--- src/rtl/reflet_vga_rect_fill.sv ---
// Wishbone classic master that fills a screen-clipped rectangle by emitting the
// Y / X / color register writes understood by the VGA pixel slave.
module reflet_vga_rect_fill #(
    parameter int                    bus_size    = 32,
    parameter logic [bus_size-1:0]   x_addr      = 32'h7000_0000,
    parameter logic [bus_size-1:0]   y_addr      = 32'h7000_0004,
    parameter logic [bus_size-1:0]   color_addr  = 32'h7000_0008,
    parameter int                    h_size      = 640,
    parameter int                    v_line      = 480,
    parameter int                    coord_width = 16,
    parameter int                    color_width = 24
) (
    input  logic                   clk,
    input  logic                   reset,
    input  logic                   start,
    input  logic [coord_width-1:0] x_start,
    input  logic [coord_width-1:0] y_start,
    input  logic [coord_width-1:0] width,
    input  logic [coord_width-1:0] height,
    input  logic [color_width-1:0] color_in,
    output logic                   busy,
    output logic                   done,
    output logic                   error,
    output logic [bus_size-1:0]    wb_adr_o,
    output logic [bus_size-1:0]    wb_dat_o,
    output logic                   wb_we_o,
    output logic                   wb_cyc_o,
    output logic                   wb_stb_o,
    output logic [3:0]             wb_tag_o,
    input  logic                   wb_ack_i,
    input  logic                   wb_err_i,
    input  logic [bus_size-1:0]    wb_dat_i
);

    localparam int cw_ext = coord_width + 1;
    localparam logic [coord_width:0] h_lim = cw_ext'(h_size);
    localparam logic [coord_width:0] v_lim = cw_ext'(v_line);

    typedef enum logic [2:0] {IDLE, WR_Y, WR_X, WR_C, DONE} state_t;

    state_t                 state;
    logic [coord_width-1:0] x_cur;
    logic [coord_width-1:0] y_cur;
    logic [coord_width-1:0] x_first;
    logic [coord_width:0]   x_end;
    logic [coord_width:0]   y_end;
    logic [color_width-1:0] color;

    logic [coord_width:0] x_sum, y_sum, x_lim, y_lim, x_next, y_next;
    logic                 null_cmd;
    logic                 unused_ok;

    // Sums are one bit wider than the operands so a large origin plus size
    // cannot wrap around and defeat the screen clip.
    always_comb begin
        x_sum    = {1'b0, x_start} + {1'b0, width};
        y_sum    = {1'b0, y_start} + {1'b0, height};
        x_lim    = (x_sum > h_lim) ? h_lim : x_sum;
        y_lim    = (y_sum > v_lim) ? v_lim : y_sum;
        x_next   = {1'b0, x_cur} + 1'b1;
        y_next   = {1'b0, y_cur} + 1'b1;
        null_cmd = (width == '0) || (height == '0) ||
                   ({1'b0, x_start} >= h_lim) || ({1'b0, y_start} >= v_lim);
    end

    assign wb_we_o   = wb_cyc_o;
    assign wb_tag_o  = 4'd0;
    assign unused_ok = ^wb_dat_i;

    // NOTE: sequential state uses non-blocking assignments only, so every
    // register below samples the pre-edge value of every other register.
    always_ff @(posedge clk) begin
        if (reset) begin
            state    <= IDLE;
            busy     <= 1'b0;
            done     <= 1'b0;
            error    <= 1'b0;
            wb_cyc_o <= 1'b0;
            wb_stb_o <= 1'b0;
            wb_adr_o <= '0;
            wb_dat_o <= '0;
            x_cur    <= '0;
            y_cur    <= '0;
            x_first  <= '0;
            x_end    <= '0;
            y_end    <= '0;
            color    <= '0;
        end else begin
            done  <= 1'b0;
            error <= 1'b0;
            // cyc is high exactly in the write states; an error beats any ack.
            if (wb_cyc_o && wb_err_i) begin
                state    <= IDLE;
                busy     <= 1'b0;
                error    <= 1'b1;
                wb_cyc_o <= 1'b0;
                wb_stb_o <= 1'b0;
            end else begin
                case (state)
                    IDLE: begin
                        if (start) begin
                            x_cur   <= x_start;
                            y_cur   <= y_start;
                            x_first <= x_start;
                            x_end   <= x_lim;
                            y_end   <= y_lim;
                            color   <= color_in;
                            if (null_cmd) begin
                                state <= DONE;
                                done  <= 1'b1;
                            end else begin
                                state    <= WR_Y;
                                busy     <= 1'b1;
                                wb_cyc_o <= 1'b1;
                                wb_stb_o <= 1'b1;
                                wb_adr_o <= y_addr;
                                wb_dat_o <= bus_size'(y_start);
                            end
                        end
                    end
                    WR_Y: begin
                        if (wb_ack_i) begin
                            state    <= WR_X;
                            wb_adr_o <= x_addr;
                            wb_dat_o <= bus_size'(x_cur);
                        end
                    end
                    WR_X: begin
                        if (wb_ack_i) begin
                            state    <= WR_C;
                            wb_adr_o <= color_addr;
                            wb_dat_o <= bus_size'(color);
                        end
                    end
                    WR_C: begin
                        if (wb_ack_i) begin
                            if (x_next < x_end) begin
                                state    <= WR_X;
                                x_cur    <= x_cur + 1'b1;
                                wb_adr_o <= x_addr;
                                wb_dat_o <= bus_size'(x_next);
                            end else if (y_next < y_end) begin
                                state    <= WR_Y;
                                y_cur    <= y_cur + 1'b1;
                                x_cur    <= x_first;
                                wb_adr_o <= y_addr;
                                wb_dat_o <= bus_size'(y_next);
                            end else begin
                                state    <= DONE;
                                done     <= 1'b1;
                                busy     <= 1'b0;
                                wb_cyc_o <= 1'b0;
                                wb_stb_o <= 1'b0;
                            end
                        end
                    end
                    DONE:    state <= IDLE;
                    default: state <= IDLE;
                endcase
            end
        end
    end

endmodule

--- config.mk ---
export PLATFORM = sky130hd
export DESIGN_NAME = reflet_vga_rect_fill
export DESIGN_NICKNAME = d
export VERILOG_FILES = /design/src/rtl/reflet_vga_rect_fill.sv
export SDC_FILE = /design/constraint.sdc
export NUM_CORES = 1
export LEC_CHECK = 0
export ABC_CLOCK_PERIOD_IN_PS = 4100
export CORE_MARGIN = 2
export CORE_UTILIZATION = 44
export DETAILED_ROUTE_END_ITERATION = 12
export DONT_BUFFER_PORTS = 1
export PLACE_DENSITY = 0.66
export REMOVE_ABC_BUFFERS = 1
export SLEW_MARGIN = 0
export SYNTH_ARGS = -nofsm -noshare
export SYNTH_HDL_FRONTEND = slang
export SYNTH_SLANG_ARGS = --single-unit
--- constraint.sdc ---
create_clock -name clk -period 4.1 [get_ports clk]
set_input_delay 0.205 -clock clk [delete_from_list [all_inputs] [get_ports clk]]
set_output_delay 0.205 -clock clk [all_outputs]
set_load 0.02 [all_outputs]
==> results of run 1 <==
-- flip-flops by register name, indices dropped and copies added, names as in the netlist --
name      cells
wb_adr_o      3
x_end        17
color        24
y_cur        16
error         1
y_end        17
x_first      16
x_cur        16
wb_stb_o      1
wb_dat_o     24
state         3
done          1
-- cell usage after synthesis, types with 13 or more instances --
| cell | number |
|---|---|
| xnor2_1 | 21 |
| xor2_1 | 28 |
| clkbuf_1 | 58 |
| nor4_1 | 19 |
| a21o_1 | 14 |
| inv_1 | 64 |
| nand3_1 | 34 |
| ha_1 | 66 |
| nand3b_1 | 17 |
| o21ai_0 | 45 |
| dfxtp_1 | 139 |
| o211ai_1 | 13 |
| a211oi_1 | 19 |
| a21oi_1 | 122 |
| nor2_1 | 111 |
| nor3_1 | 39 |
| buf_4 | 44 |
| nand2_1 | 169 |
-- final cells by class --
class                      count  share of cell area (%)
inverter                      64                    2.22
clock inverter                14                    2.02
multi-input combinational    960                    54.7
timing repair buffer          90                    8.07
sequential                   139                    25.7
tap                          275                    3.18
clock buffer                  18                    4.06
-- cells by family after synthesis --
kind of cell	synth area share (%)
simple gates	23.4
compound gates	23.6
buf+inv	9.18
flops	29.7
fa+ha+maj	9.24
xor+xnor	4.58
mux	0.334
other cells	0.0400
-- path summary, 6_finish.rpt --
| check | to | slack [ps] | cells past startpoint |
|---|---|---|---|
| setup / recovery | x_cur[0] | 250 | 16 |
| hold / removal | y_cur[3] | 10 | 2 |
| setup reg to reg | x_cur[0] | 250 | 16 |
| hold reg to reg | y_end[14] | 450 | 2 |
-- repair_timing --
action	4_1_cts	5_1_grt
resized for setup	0	12
hold buffers	50	2
buffers inserted	0	2
endpoints found under the setup margin	0	45
endpoints found under the hold margin	126	2
-- power groups by stage --
stage               logic (uW)  registers (uW)  clock network (uW)
floorplan                  537            1480                   0
finish                     824            1460                1720
global placement           719            1490                   0
global route               909            1470                1800
detailed placement         730            1490                   0
CTS                        803            1460                1740
-- stage by stage --
stage / cells / area (um2) / hold slack [ps]
6_report: 1560 / 10800 / 12.8
5_1_grt: 1560 / 10800 / 20.1
4_1_cts: 1556 / 10800 / 4.51
3_5_place_dp: 1474 / 9580 / 296
3_3_place_gp: 1474 / 9580 / 296
2_1_floorplan: 1163 / 8900 / 274
-- worst max-delay path, stage by stage, from the launching register on --
cell and delay [ps]:
dfxtp_1 370, ha_1 180, nand3_1 160, or3_4 440
nor2_2 150, nand3_1 130, xnor2_2 170, ha_1 290
a21o_1 160, a21o_1 170, a221o_2 440, inv_2 160
a21oi_1 130, a21oi_1 290, buf_12 200, nor2_1 50
nor4_1 260
-- routing by layer --
layer / routed length [um] / global-route usage (%) / up-vias
met5: 0 / 0 / -
met4: 1010 / 10.8 / 0
met3: 2300 / 6.80 / 58
met2: 12500 / 38.5 / 329
met1: 12700 / 32.9 / 4170
li1: - / - / 4414
==> impl_metrics.ini, run 1 <==
[hold_path]
min_path_type = input port to register
min-delay-start = y_start[3]

[clocking]
clkLatencyLatePin_ps = 420
path_clk_slew_ps = 60
cts_num_sinks = 139
clockBufferDepth = 2
numCtsBuffers = 17
root_buffer = clkbuf_16
cts_tree = done
h-tree-depth = 4

[global_routing]
grt_pass1_wl_um = 44000
grt_pass1_vias = 8339
grt_usage_pct = 25.0
overflow = 0
antenna_found_initial = 0
grt_max_degree = 126

[finish]
mostFrequentLayoutCell = nand2_1
num-fill-cells = 2067
syn_to_final_growth_pct = 15.5
layout-drive-gt1-share_pct = 7.63
multi_input_area_um2 = 5930
seqCellArea_um2 = 2780
nets = 1465
utilization_pct = 51.7
n_antenna_cell = 0
layout_common_cells = nand2_1 (169), dfxtp_1 (139), a21oi_1 (120)

[detailed_routing]
firstDrtPassIters = 5
viasPerCell = 5.75
vias = 8971
drt_iter0_drc = 751
wl_per_cell_um = 18.2
route.detailed.drc = 0
drtAntennaViolNets = 0
drt_wl_total_um = 28500

[synth]
avgSynthCellArea_um2 = 7.59
yosys-top-cells-area = dfxtp_1 (30%), ha_1 (8.8%), nand2_1 (6.8%)
ys_ff_latch = 139
synth_cell_types = 79
ys_seq_area_share_pct = 29.7
synthCells = 1236
synth.cell_area_um2 = 9380
synth-edff-count = 0
ys_async_sr_fraction_pct = 0
yosys_warnings = 0
yosysTopAreaCell = dfxtp_1
synth_top_area_share_pct = 29.7
synthFlopType = dfxtp_1

[timing]
fmax_mhz = 260
setup_ws_ps = 248
slew_violations = 0
setup_viol = 0
final.min_clock_period_ps = 3850
slew_headroom_pct = 28.1
setup_tns_ps = 0
finalCritPeriodShare_pct = 94.0
hold_viol = 0
rsz0062_at_grt = no
tightest_slew_ps = 1070
fin_skew_ps = 6.66

[power_and_ir_drop]
p_leak_uw = 0.00430
power_switching_uw = 1180
p_seq_share_pct = 36.6
pwr-share-comb_pct = 20.6
swShare_pct = 29.5
power_uw = 4010
power.density_nw_per_um2 = 370
peakVddDrop_mv = 0.292
pwr-share-clk_pct = 42.9
p_int_uw = 2830

[floorplanning]
core_area_um2 = 21000
rows = 53
initial_core_util_pct = 44.7
chipWidth_um = 150
die_area_um2 = 22500
fp.dieH_um = 150
num_io_pins = 199

[setup_path]
criticalPathCategory = register to register
required_ps = 4430
startpoint_type = register
worstPathMaxFanout = 21
arrival_ps = 4180
crit_start = x_cur[1]
end_kind = register
rr_startpoint = x_cur[1]

[place]
port_buffers = 0
detailed_place_hpwl_um = 19800
place_congestion = 0.896
pre_cts_slack_ps = 122

[outcome]
status = finished, final reports clean

[run]
cap_violations = 0
No activity file was read; power rests on OpenSTA's default activity.
==> run 2: changes to the inputs <==
--- a/config.mk
+++ b/config.mk
@@ -7,10 +7,10 @@
 export LEC_CHECK = 0
 export ABC_CLOCK_PERIOD_IN_PS = 4100
 export CORE_MARGIN = 2
-export CORE_UTILIZATION = 44
+export CORE_UTILIZATION = 55
 export DETAILED_ROUTE_END_ITERATION = 12
 export DONT_BUFFER_PORTS = 1
-export PLACE_DENSITY = 0.66
+export PLACE_DENSITY = 0.7
 export REMOVE_ABC_BUFFERS = 1
 export SLEW_MARGIN = 0
 export SYNTH_ARGS = -nofsm -noshare
==> constraint.sdc (replaced) <==
create_clock -name clk -period 4.1 [get_ports clk]
set_input_delay 0.41 -clock clk [delete_from_list [all_inputs] [get_ports clk]]
set_output_delay 0.41 -clock clk [all_outputs]
set_load 0.02 [all_outputs]
==> run 2 against run 1 <==
Count of clock-buffer cells in the layout unchanged. Clock skew grew 3.1 ps. Via count fell by 1.4%. Non-clock buffer count is 50 lower. Global-route usage rose by 3.8 points. Sequential power about the same. Hold slack gained 48 ps. Critical path depth is 1 lower. Setup slack got worse by 38 ps. Final cell count shrank 6.7%. Largest power group unchanged.
==> impl_metrics.ini, run 2 (synthesis results as in run 1) <==
[outcome]
status = finished, final reports clean

[clocking]
hold_buffers = 0
cts_tree = done
root_buffer = clkbuf_16
clockBufferDepth = 2
clkLatencyLatePin_ps = 420
cts_num_sinks = 139
path_clk_slew_ps = 60
h-tree-depth = 4
numCtsBuffers = 17

[detailed_routing]
route.detailed.drc = 0
wl_per_cell_um = 18.1
vias = 8844
drt_iter0_drc = 873
viasPerCell = 6.08
drtAntennaViolNets = 0
firstDrtPassIters = 7
drt_wl_total_um = 26300

[place]
pre_cts_slack_ps = 115
dp.cells = 1421
place_congestion = 0.884
port_buffers = 0
placed_area_um2 = 9480
detailed_place_hpwl_um = 19100

[finish]
fin_area_um2 = 10100
nets = 1415
multi_input_area_um2 = 5940
syn_to_final_growth_pct = 8.03
mostFrequentLayoutCell = nand2_1
finalNonFillerCells = 1455
n_antenna_cell = 0
num-fill-cells = 1522
seqCellArea_um2 = 2780
layout_common_cells = nand2_1 (169), dfxtp_1 (139), a21oi_1 (119)
reg_top3 = color: 24 flops, wb_dat_o: 24 flops
layout-drive-gt1-share_pct = 8.10

[timing]
final.min_clock_period_ps = 3890
hold_viol = 0
slew_headroom_pct = 35.8
setup_viol = 0
setup_ws_ps = 209
tightest_slew_ps = 960
fin_skew_ps = 9.80
fmax_mhz = 257
slew_violations = 0
finalCritPeriodShare_pct = 94.9

[hold_path]
min_path_type = input port to register

[power_and_ir_drop]
peakVddDrop_mv = 0.336
power_uw = 3750
power.density_nw_per_um2 = 370
p_leak_uw = 0.00403

[floorplanning]
chipWidth_um = 135
num_io_pins = 199
fp.dieH_um = 135
initial_core_util_pct = 56.3
die_area_um2 = 18100
core_area_um2 = 16600
rows = 47

[setup_path]
criticalPathCategory = register to register
worstPathMaxFanout = 6
rrSetupSlack_ps = 210
startpoint_type = register
end_kind = register
required_ps = 4400
arrival_ps = 4190

[global_routing]
grt_usage_pct = 28.8
antenna_found_initial = 0
grt_max_degree = 142
grt_pass1_wl_um = 41800
overflow = 0
grt_pass1_vias = 8159

[run]
cap_violations = 0
[run 2: cell types whose count changed in the layout (fill, tap and decap cells not counted), moves of 2 or more]
cell / before / now
buf_12: 4 / 0
clkinv_4: 4 / 1
o21ai_0: 42 / 45
buf_4: 34 / 39
clkinv_2: 2 / 0
o21ai_1: 9 / 7
clkinvlp_4: 2 / 5
inv_6: 1 / 6
bufinv_16: 5 / 2
dlygate4sd3_1: 51 / 0
[run 2: area by class of cell]
cell class,instances,share of cell area (%)
Clock inverter,14,1.57
Inverter,64,2.37
Sequential cell,139,27.5
Clock buffer,18,4.24
Tap cell,220,2.72
Multi-Input combinational cell,960,58.6
Timing Repair Buffer,40,3.00
[run 2: worst paths after layout]
path | end | cells past startpoint | from
min reg2reg | x_first[4] | 2 | x_first[4]
max reg2reg | wb_dat_o[8] | 15 | x_cur[1]
min | y_cur[1] | 1 | reset
max | wb_dat_o[8] | 15 | x_cur[1]
[run 2: what timing repair did]
action	CTS	global route
setup buffers	0	2
gates resized for setup	0	12
setup endpoints to repair	0	58
[run 2: critical path: stages (launching register included)]
cell	delay, ps
dfxtp_1	380
ha_1	190
nand3_1	150
or3_4	440
nor2_2	160
nand3_1	130
xnor2_2	170
ha_1	290
a21o_1	160
a21o_1	170
a221o_2	450
buf_4	190
or3_1	390
o21a_1	120
a211oi_1	250
o41ai_1	110
[run 2: metrics by stage]
step	util (%)	TNS [ps]	hold slack, ps
after floorplan	-	-4340	425
after detailed placement	57.0	0	441
final	60.9	0	61.1
after global placement	57.0	0	434
after CTS	60.5	0	54.3
after global routing	60.9	-9.59	47.4
[run 2: routing by layer]
| metal | share of wire (%) | vias up | GRT usage (%) |
|---|---|---|---|
| met1 | 45 | 4098 | 38.7 |
| met4 | 2.6 | 0 | 9.30 |
| met5 | 0 | - | 0 |
| li1 | - | 4336 | - |
| met2 | 45 | 363 | 46.0 |
| met3 | 7.8 | 47 | 6.72 |
[run 2: power by group]
group	leakage, uW	switching (uW)	internal [uW]	total (uW)
Sequential	0.00114	56.2	1410	1460
Clock	0.000271	631	907	1540
Combinational	0.00263	467	281	748
==> run 3: changes to the inputs <==
--- a/config.mk
+++ b/config.mk
@@ -6,11 +6,11 @@
 export NUM_CORES = 1
 export LEC_CHECK = 0
 export ABC_CLOCK_PERIOD_IN_PS = 4100
+export BUFFER_PORTS_ARGS = -buffer_cell sky130_fd_sc_hd__clkbuf_2
 export CORE_MARGIN = 2
 export CORE_UTILIZATION = 55
 export DETAILED_ROUTE_END_ITERATION = 12
-export DONT_BUFFER_PORTS = 1
-export PLACE_DENSITY = 0.7
+export PLACE_DENSITY = 0.8
 export REMOVE_ABC_BUFFERS = 1
 export SLEW_MARGIN = 0
 export SYNTH_ARGS = -nofsm -noshare
==> run 3 against run 2 <==
Clock power rose by 9%. First-iteration DRC count grew 18%. Core utilization rose by 4.3 points. Sequential share of layout area is 1.8 points lower. Critical endpoint is now wb_dat_o[7]. Critical path type unchanged.
==> impl_metrics.ini, run 3 (synthesis results as in run 1) <==
[outcome]
status = finished, final reports clean

[timing]
hold_viol = 0
finalCritPeriodShare_pct = 96.9
slew_violations = 0
tightest_slew_ps = 1010
setup_viol = 0
slew_headroom_pct = 32.3
fmax_mhz = 252
final.min_clock_period_ps = 3970
fin_skew_ps = 6.02
setup_tns_ps = 0

[global_routing]
grt_pass1_wl_um = 42600
grt_pass1_vias = 8591
overflow = 0
grt_max_degree = 83
antenna_found_initial = 0
grt_usage_pct = 29.3

[finish]
syn_to_final_growth_pct = 15.6
n_antenna_cell = 0
finalNonFillerCells = 1574
nets = 1535
layout-drive-gt1-share_pct = 16.5
reg_top3 = color: 24 flops, wb_dat_o: 24 flops
layout_common_cells = nand2_1 (168), dfxtp_1 (139), clkbuf_2 (126)
mostFrequentLayoutCell = nand2_1

[setup_path]
worstPathMaxFanout = 7
rrSetupSlack_ps = 130
end_kind = register
criticalPathCategory = register to register
required_ps = 4470
arrival_ps = 4340
startpoint_type = register

[floorplanning]
fp.dieH_um = 135
num_io_pins = 199
chipWidth_um = 135
initial_core_util_pct = 56.3
rows = 47
die_area_um2 = 18100
core_area_um2 = 16600

[clocking]
h-tree-depth = 4
cts_tree = done
clockBufferDepth = 2
root_buffer = clkbuf_16
cts_num_sinks = 139
hold_buffers = 0
clkLatencyLatePin_ps = 430
path_clk_slew_ps = 60
numCtsBuffers = 17

[place]
place_congestion = 0.921
port_buffers = 127
detailed_place_hpwl_um = 19200
dp.cells = 1540

[power_and_ir_drop]
p_leak_uw = 0.00460
power.density_nw_per_um2 = 369
peakVddDrop_mv = 0.324

[detailed_routing]
drtAntennaViolNets = 0
viasPerCell = 6.00
vias = 9448
firstDrtPassIters = 5
route.detailed.drc = 0
drt_wl_total_um = 27000
wl_per_cell_um = 17.1
drt_iter0_drc = 1028

[run]
cap_violations = 0

[hold_path]
min_path_type = input port to register
[run 3: final timing paths]
path	startpoint	end	depth (start not counted)
max reg2reg	x_cur[1]	wb_dat_o[7]	14
min reg2reg	wb_dat_o[19]	wb_dat_o[19]	2
min	color_in[4]	color[4]	3
max	x_cur[1]	wb_dat_o[7]	14
[run 3: worst max-delay path, cell delays in order (launching register included)]
cell and delay (ps):
dfxtp_1 370, ha_1 180, nand3_1 160, nor3_1 490, nand2_1 130, xnor2_1 240, ha_1 280, and4_1 220
a221o_1 400, o211a_2 340, o21ai_2 170, buf_4 170, nor2_1 80, or4_1 540, o21ai_1 120
[run 3: power by group]
| group | leakage, uW | switching (uW) | internal [uW] |
|---|---|---|---|
| Sequential | 0.00114 | 52.1 | 1410 |
| Combinational | 0.00316 | 544 | 322 |
| Clock | 0.000305 | 591 | 1090 |
| Total | 0.00460 | 1190 | 2820 |
[run 3: per-stage QoR]
| stage | area (um2) | util (%) | total power [uW] | worst slack, ps | hold slack, ps |
|---|---|---|---|---|---|
| after floorplan | 8900 | - | 2010 | -322 | 425 |
| after global placement | 10100 | 60.7 | 2290 | 229 | 437 |
| after detailed placement | 10100 | 60.7 | 2310 | 131 | 440 |
| after CTS | 10700 | 64.6 | 3980 | 29.1 | 187 |
| after global routing | 10800 | 65.1 | 4160 | -44.9 | 203 |
| final | 10800 | 65.1 | 4000 | 127 | 199 |
[run 3: area by class of cell]
class | instances | area (um2)
fill | 1421 | 5800
clock buffer | 19 | 443
inverter | 64 | 240
clock inverter | 12 | 196
sequential | 139 | 2780
timing repair buffer | 160 | 940
multi-input combinational | 960 | 5960
tap | 220 | 275
[run 3: metal layers]
layer | track usage [%] | vias up | share of wire [%]
met2 | 46.2 | 449 | 45
li1 | - | 4569 | -
met3 | 5.48 | 67 | 8.3
met4 | 13.2 | 0 | 3.3
met1 | 39.1 | 4363 | 44
met5 | 0 | - | 0
[run 3: timing repair]
item,CTS,global route
setup buffers,0,3
gates resized for setup,1,16
pin swaps,0,1
setup endpoints to repair,1,41
